**src/rtl/display_pkg.sv**
```systemverilog
// Shared constants, glyph table and state encoding for the
// signed BCD seven-segment display driver.
package display_pkg;

   localparam logic [6:0] SEG_BLANK = 7'h7F;
   localparam logic [6:0] SEG_DASH  = 7'h3F;

   // Active-low {g,f,e,d,c,b,a}; index 15 first down to index 0
   localparam logic [15:0][6:0] SEG_DIGIT = {
      7'h0E, 7'h06, 7'h21, 7'h46, 7'h03, 7'h08, 7'h10, 7'h00,
      7'h78, 7'h02, 7'h12, 7'h19, 7'h30, 7'h24, 7'h79, 7'h40
   };

   typedef enum logic [1:0] {
      ST_IDLE,
      ST_LOAD,
      ST_SHIFT,
      ST_STORE
   } state_t;

   // ceil(width*log10(2) + 1); width*log10(2) is never an integer
   function automatic int bcd_digits(input int width);
      return (width * 30103) / 100000 + 2;
   endfunction

endpackage

```
**src/rtl/seg7_glyph.sv**
```systemverilog
// Nibble to active-low seven-segment glyph, with dash and
// blank overrides (dash wins).
module seg7_glyph
   import display_pkg::*;
(
   input  logic [3:0] nibble,
   input  logic       blank,
   input  logic       dash,
   output logic [6:0] seg
);

   always_comb begin
      seg = SEG_DIGIT[nibble];
      if (blank) seg = SEG_BLANK;
      if (dash)  seg = SEG_DASH;
   end

endmodule

```
**src/rtl/signed_bcd_display.sv**
```systemverilog
// Multi-channel signed/hex value to seven-segment driver using one
// shared iterative double-dabble engine, refreshed per tick.
module signed_bcd_display
   import display_pkg::*;
#(
   parameter int NUM_CH     = 2,
   parameter int VAL_WIDTH  = 12,
   parameter int NUM_DIGITS = 3
) (
   input  logic                               i_clk,
   input  logic                               i_rst,
   input  logic                               i_tick,
   input  logic [NUM_CH*VAL_WIDTH-1:0]        i_value,
   input  logic [NUM_CH-1:0]                  i_hex,
   output logic [NUM_CH*(NUM_DIGITS+1)*7-1:0] o_seg,
   output logic                               o_busy,
   output logic                               o_done
);

   localparam int CH_SEG = (NUM_DIGITS + 1) * 7;
   localparam int BCD_N  = bcd_digits(VAL_WIDTH);
   localparam int BCD_W  = 4 * BCD_N;
   localparam int PAD_W  = 4 * NUM_DIGITS;
   localparam int CH_W   = (NUM_CH > 1) ? $clog2(NUM_CH) : 1;
   localparam int CNT_W  = $clog2(VAL_WIDTH + 1);

   state_t state, state_nx;

   logic [CH_W-1:0]          ch_idx;
   logic [CNT_W-1:0]         bit_cnt;
   logic                     pending;
   logic [VAL_WIDTH-1:0]     val_q, mag_q, in_val;
   logic                     neg_q, hex_q;
   logic [BCD_W-1:0]         bcd_q, bcd_adj;
   logic [NUM_CH*CH_SEG-1:0] seg_q;

   logic go, last_ch;
   logic start_en, load_en, shift_en, store_en;

   assign go      = i_tick | pending;
   assign last_ch = ch_idx == CH_W'(NUM_CH - 1);
   assign in_val  = i_value[ch_idx*VAL_WIDTH +: VAL_WIDTH];
   assign o_seg   = seg_q;

   always_ff @(posedge i_clk) begin
      if (i_rst) state <= ST_IDLE;
      else       state <= state_nx;
   end

   always_comb begin
      state_nx = state;
      unique case (state)
         ST_IDLE:  if (go) state_nx = ST_LOAD;
         ST_LOAD:  state_nx = ST_SHIFT;
         ST_SHIFT: if (bit_cnt == CNT_W'(1)) state_nx = ST_STORE;
         ST_STORE: state_nx = last_ch ? ST_IDLE : ST_LOAD;
         default:  state_nx = ST_IDLE;
      endcase
   end

   always_comb begin
      start_en = 1'b0;
      load_en  = 1'b0;
      shift_en = 1'b0;
      store_en = 1'b0;
      unique case (state)
         ST_IDLE:  start_en = go;
         ST_LOAD:  load_en  = 1'b1;
         ST_SHIFT: shift_en = 1'b1;
         ST_STORE: store_en = 1'b1;
         default:  ;
      endcase
   end

   // Add-3 correction applied before each left shift
   always_comb begin
      bcd_adj = bcd_q;
      for (int i = 0; i < BCD_N; i++) begin
         if (bcd_q[4*i +: 4] >= 4'd5)
            bcd_adj[4*i +: 4] = bcd_q[4*i +: 4] + 4'd3;
      end
   end

   logic [BCD_W+PAD_W-1:0]     bcd_ext;
   logic [VAL_WIDTH+PAD_W-1:0] val_ext;
   logic                       ovf, sign_dash;
   logic [3:0]                 nib [NUM_DIGITS];
   logic [NUM_DIGITS-1:0]      zero_top, blank_d, dash_d;
   logic [CH_SEG-1:0]          glyphs;

   assign bcd_ext   = {{PAD_W{1'b0}}, bcd_q};
   assign val_ext   = {{PAD_W{1'b0}}, val_q};
   assign ovf       = |bcd_ext[BCD_W+PAD_W-1:PAD_W];
   assign sign_dash = ~hex_q & neg_q & (|bcd_q);

   always_comb begin
      logic above;
      above = 1'b1;
      for (int d = NUM_DIGITS - 1; d >= 0; d--) begin
         nib[d]      = hex_q ? val_ext[4*d +: 4] : bcd_ext[4*d +: 4];
         above       = above & (bcd_ext[4*d +: 4] == 4'd0);
         zero_top[d] = above;
         blank_d[d]  = ~hex_q & ~ovf & (d != 0) & above;
         dash_d[d]   = ~hex_q & ovf;
      end
   end

   for (genvar g = 0; g < NUM_DIGITS; g++) begin : g_digit
      seg7_glyph u_glyph (
         .nibble (nib[g]),
         .blank  (blank_d[g]),
         .dash   (dash_d[g]),
         .seg    (glyphs[g*7 +: 7])
      );
   end

   seg7_glyph u_sign (
      .nibble (4'd0),
      .blank  (1'b1),
      .dash   (sign_dash),
      .seg    (glyphs[NUM_DIGITS*7 +: 7])
   );

   always_ff @(posedge i_clk) begin
      if (i_rst) begin
         seg_q   <= '1;
         o_busy  <= 1'b0;
         o_done  <= 1'b0;
         pending <= 1'b0;
         ch_idx  <= '0;
         bit_cnt <= '0;
         val_q   <= '0;
         mag_q   <= '0;
         neg_q   <= 1'b0;
         hex_q   <= 1'b0;
         bcd_q   <= '0;
      end else begin
         o_done <= 1'b0;
         if (i_tick && o_busy) pending <= 1'b1;
         if (start_en) begin
            o_busy  <= 1'b1;
            ch_idx  <= '0;
            pending <= 1'b0;
         end
         if (load_en) begin
            val_q   <= in_val;
            neg_q   <= in_val[VAL_WIDTH-1];
            mag_q   <= in_val[VAL_WIDTH-1] ? (~in_val + VAL_WIDTH'(1)) : in_val;
            hex_q   <= i_hex[ch_idx];
            bcd_q   <= '0;
            bit_cnt <= CNT_W'(VAL_WIDTH);
         end
         if (shift_en) begin
            bcd_q   <= {bcd_adj[BCD_W-2:0], mag_q[VAL_WIDTH-1]};
            mag_q   <= mag_q << 1;
            bit_cnt <= bit_cnt - CNT_W'(1);
         end
         if (store_en) begin
            seg_q[ch_idx*CH_SEG +: CH_SEG] <= glyphs;
            if (last_ch) begin
               ch_idx <= '0;
               o_busy <= 1'b0;
               o_done <= 1'b1;
            end else begin
               ch_idx <= ch_idx + CH_W'(1);
            end
         end
      end
   end

endmodule

```
**config.mk**
```make
export PLATFORM = sky130hd
export DESIGN_NAME = signed_bcd_display
export DESIGN_NICKNAME = d
export VERILOG_FILES = /design/src/rtl/display_pkg.sv /design/src/rtl/seg7_glyph.sv /design/src/rtl/signed_bcd_display.sv
export SDC_FILE = /design/constraint.sdc
export NUM_CORES = 1
export LEC_CHECK = 0
export CAP_MARGIN = 40
export CORE_ASPECT_RATIO = 1.4
export CORE_MARGIN = 2
export CORE_UTILIZATION = 30
export DETAILED_ROUTE_END_ITERATION = 8
export HOLD_SLACK_MARGIN = 0.05
export PLACE_DENSITY = 0.5
export SYNTH_ARGS = -nofsm -noshare
export SYNTH_HDL_FRONTEND = slang
export SYNTH_HIERARCHICAL = 1
export SYNTH_SLANG_ARGS = --single-unit
export TNS_END_PERCENT = 10
```
**constraint.sdc**
```tcl
create_clock -name i_clk -period 2.44 [get_ports i_clk]
set_clock_uncertainty 0.15 [all_clocks]
set_input_delay 0.366 -clock i_clk [delete_from_list [all_inputs] [get_ports i_clk]]
set_output_delay 0.366 -clock i_clk [all_outputs]
set_load 0.02 [all_outputs]
```
==> flow_metrics.env <==
export IMPL_endpoint_kind="flop"
export IMPL_reg2reg_depth=6
export IMPL_syn_area_sq_mm=0.00650
export IMPL_final_cell_mix="111 x dfxtp_1, 85 x clkdlybuf4s50_1, 60 x nor2_1, 50 x ha_1, 47 x buf_4"
export IMPL_grt_pass1_wl_mm=27.1
export IMPL_worstPathArrival_ns=2.43
export IMPL_fill_cells=2182
export IMPL_dieArea_sq_mm=0.0229
export IMPL_cts_buffers=9
export IMPL_start_kind="flop"
export IMPL_crit_type="reg2reg"
export IMPL_seq_power_share=0.363
export IMPL_final_setup_tns_ns=0
export IMPL_rr_endpoint="o_seg[27]$_SDFFE_PP1P_"
export IMPL_syn_inst=723
export IMPL_grt_max_degree=30
export IMPL_vias_per_cell=4.97
export IMPL_cts_path_max_buffers=2
export IMPL_p_sw_frac=0.363
export IMPL_pin_count=87
export IMPL_power_frac_clock=0.240
export IMPL_rsz0062_at_grt="no"
export IMPL_ys_ff_latch=111
export IMPL_slew_viol_final=0
export IMPL_fin_crit_sh=0.933
export IMPL_leakage_nw=3.01
export IMPL_place_inst=1091
export IMPL_hp_class="in2reg"
export IMPL_p_total_mw=6.11
export IMPL_status="complete, no violations"
export IMPL_finalWirelength_mm=16.9
export IMPL_vias=5497
export IMPL_die_h_um=178
export IMPL_cts_hold_buffers=0
export IMPL_antenna_left=0
export IMPL_period_needed_ns=2.28
export IMPL_nets=921
export IMPL_clk_pin_slew_worst_paths_ns=0.07
export IMPL_grt_pass1_vias=5283
export IMPL_core_sq_mm=0.0212
export IMPL_p_int_mw=3.89
export IMPL_fmax_ghz=0.439
export IMPL_io_buffers=86
export IMPL_insertion_delay_ns=0.36
export IMPL_ir_worst_vdd_mv=0.346
export IMPL_yosysSeqAreaShare=0.342
export IMPL_relSlewSlack=0.649
export IMPL_cts_root_buf="clkbuf_16"
export IMPL_cp_max_fo=6
export IMPL_crit_required_ns=2.59
export IMPL_design_area_sq_mm=0.00815
export IMPL_fin_util=0.384
export IMPL_ys_flop_type="dfxtp_1"
export IMPL_power_switching_mw=2.22
export IMPL_hpwl_mm=12.7
export IMPL_start_util=0.307
export IMPL_drc=0
export IMPL_antenna_cells=0
export IMPL_areaGrowthSynthToFinish_pct=25.4
export IMPL_crit_start="bcd_q[14]$_SDFFE_PP0P_"
export IMPL_grt_use_total=0.149
export IMPL_rows=63
export IMPL_r2r_start="bcd_q[14]$_SDFFE_PP0P_"
export IMPL_cts_max_level=3
export IMPL_drt_wirelength_per_cell_um=15.3
export IMPL_dr_pass1_iters=4
export IMPL_grt_ovfl_total=0
export IMPL_antenna_found_initial=0
export IMPL_gp_congestion=0.825
export IMPL_netlist_cell_type_count=69
export IMPL_cts_tree="yes"
export IMPL_postSynthAreaPerCell_sq_um=8.99
export IMPL_comb_power_share=0.397
export IMPL_hold_viol_final=0
export IMPL_cts_sinks=111
export IMPL_tightest_slew_ns=0.512
export IMPL_synthArstFlopShare=0
export IMPL_post_cts_buffers=0
export IMPL_die_x_um=128
export IMPL_regToRegSetupSlack_ns=0.16
export IMPL_instances_no_fill=1107
export IMPL_drive_gt1_frac=0.115
export IMPL_p_per_area_mw_per_mm2=749
export IMPL_setup_viol=0
export IMPL_synth_edf_count=0
export IMPL_dpl_cell_area_sq_mm=0.00785
export IMPL_drtIter0Drc=209
export IMPL_post_cts_resized=0
export IMPL_endpoint="o_seg[27]$_SDFFE_PP1P_"
export IMPL_layout_cells_most_common="dfxtp_1"
export IMPL_synth_yosys_warnings=6
export IMPL_drv_cap=0
## cell usage after synthesis (all sizes together), types with 3 or more instances
master    n  area, sq um
nand2    42          168
nor2     62          243
nand3    15         75.1
a22oi    13         97.6
o21ai    25          125
a21oi    46          230
clkbuf   22         82.6
ha       50          626
a21bo     3         30.0
o22a     28          245
nor3     20          115
a211o    29          254
xnor2     8         70.1
a31oi     3         18.8
o211ai    8         60.1
nand3b    5         37.5
mux2i    25          270
o31ai     5         37.5
nor2b    32          200
dfxtp   111         2220
a211oi   15          128
inv      28          105
a32oi     6         52.6
a221oi    5         43.8
and3     14         87.6
buf      29          245
mux2     11          135
o311ai    4         35.0
nand2b   17          106
o2111a    3         33.8
a311oi    4         35.0
nor3b     7         63.8
## area by class of cell
type	count	area, sq um	area share
clock buffers	14	284	0.0348
clock inverters	2	12.5	0.00154
multi-input cells	555	3930	0.482
flip-flops and latches	111	2220	0.273
well taps	260	325	0.0399
inverters	29	109	0.0134
repair buffers	136	1270	0.156
## power by group through the flow
stage                     combinational (mW)  clock, mW  sequential [mW]
after floorplan                         1.53          0             2.32
after global placement                  2.43          0             2.26
after detailed placement                2.44          0             2.26
after CTS                               2.44       1.53             2.22
after global routing                    2.69       1.59             2.25
final                                   2.43       1.47             2.21
## per-stage QoR
| step | hold slack (ns) | setup WS, ns |
|---|---|---|
| floorplan | 0.278 | 0.102 |
| global placement | 0.302 | 0.170 |
| detailed placement | 0.297 | 0.137 |
| CTS | 0.260 | 0.144 |
| global route | 0.290 | 0.0456 |
| finish | 0.269 | 0.162 |
## worst min path at each step
stage	startpoint	to	slack [ns]	cells after the start
floorplan	val_q[0]$_SDFFE_PP0P_	val_q[0]$_SDFFE_PP0P_	0.28	1
global placement	val_q[0]$_SDFFE_PP0P_	val_q[0]$_SDFFE_PP0P_	0.30	1
detailed placement	val_q[0]$_SDFFE_PP0P_	val_q[0]$_SDFFE_PP0P_	0.30	1
CTS	i_rst	mag_q[1]$_SDFFE_PP0P_	0.26	2
global route	i_rst	mag_q[1]$_SDFFE_PP0P_	0.29	2
finish	i_rst	mag_q[1]$_SDFFE_PP0P_	0.27	2
## layer usage
metal	track usage	wire (um)
met4	0.0568	333
met3	0.0228	528
met1	0.170	7140
met5	0	0
met2	0.275	8900
## critical path, cell delays in order (launching register included)
cell,delay (ns)
dfxtp_1,0.36
nor4_1,0.31
buf_4,0.19
nand4_1,0.16
o311a_1,0.49
a311oi_1,0.38
a211o_1,0.18
## sequential cells by signal, indices dropped and copies added (netlist names)
| name | flops |
|---|---|
| mag_q | 12 |
| o_seg | 56 |
| hex_q | 1 |
| pending | 1 |
| bit_cnt | 4 |
| bcd_q | 20 |
| state | 2 |
| o_done | 1 |
| val_q | 12 |
| o_busy | 1 |
| ch_idx | 1 |
## cells by family after synthesis
group | share of synthesized area
xor+xnor | 0.0121
other cells | 0.00116
flops | 0.342
buf+inv | 0.0672
mux | 0.0624
simple gates | 0.179
fa+ha+maj | 0.0962
compound gates | 0.240
Note: power is estimated with default switching activity, not from simulation.
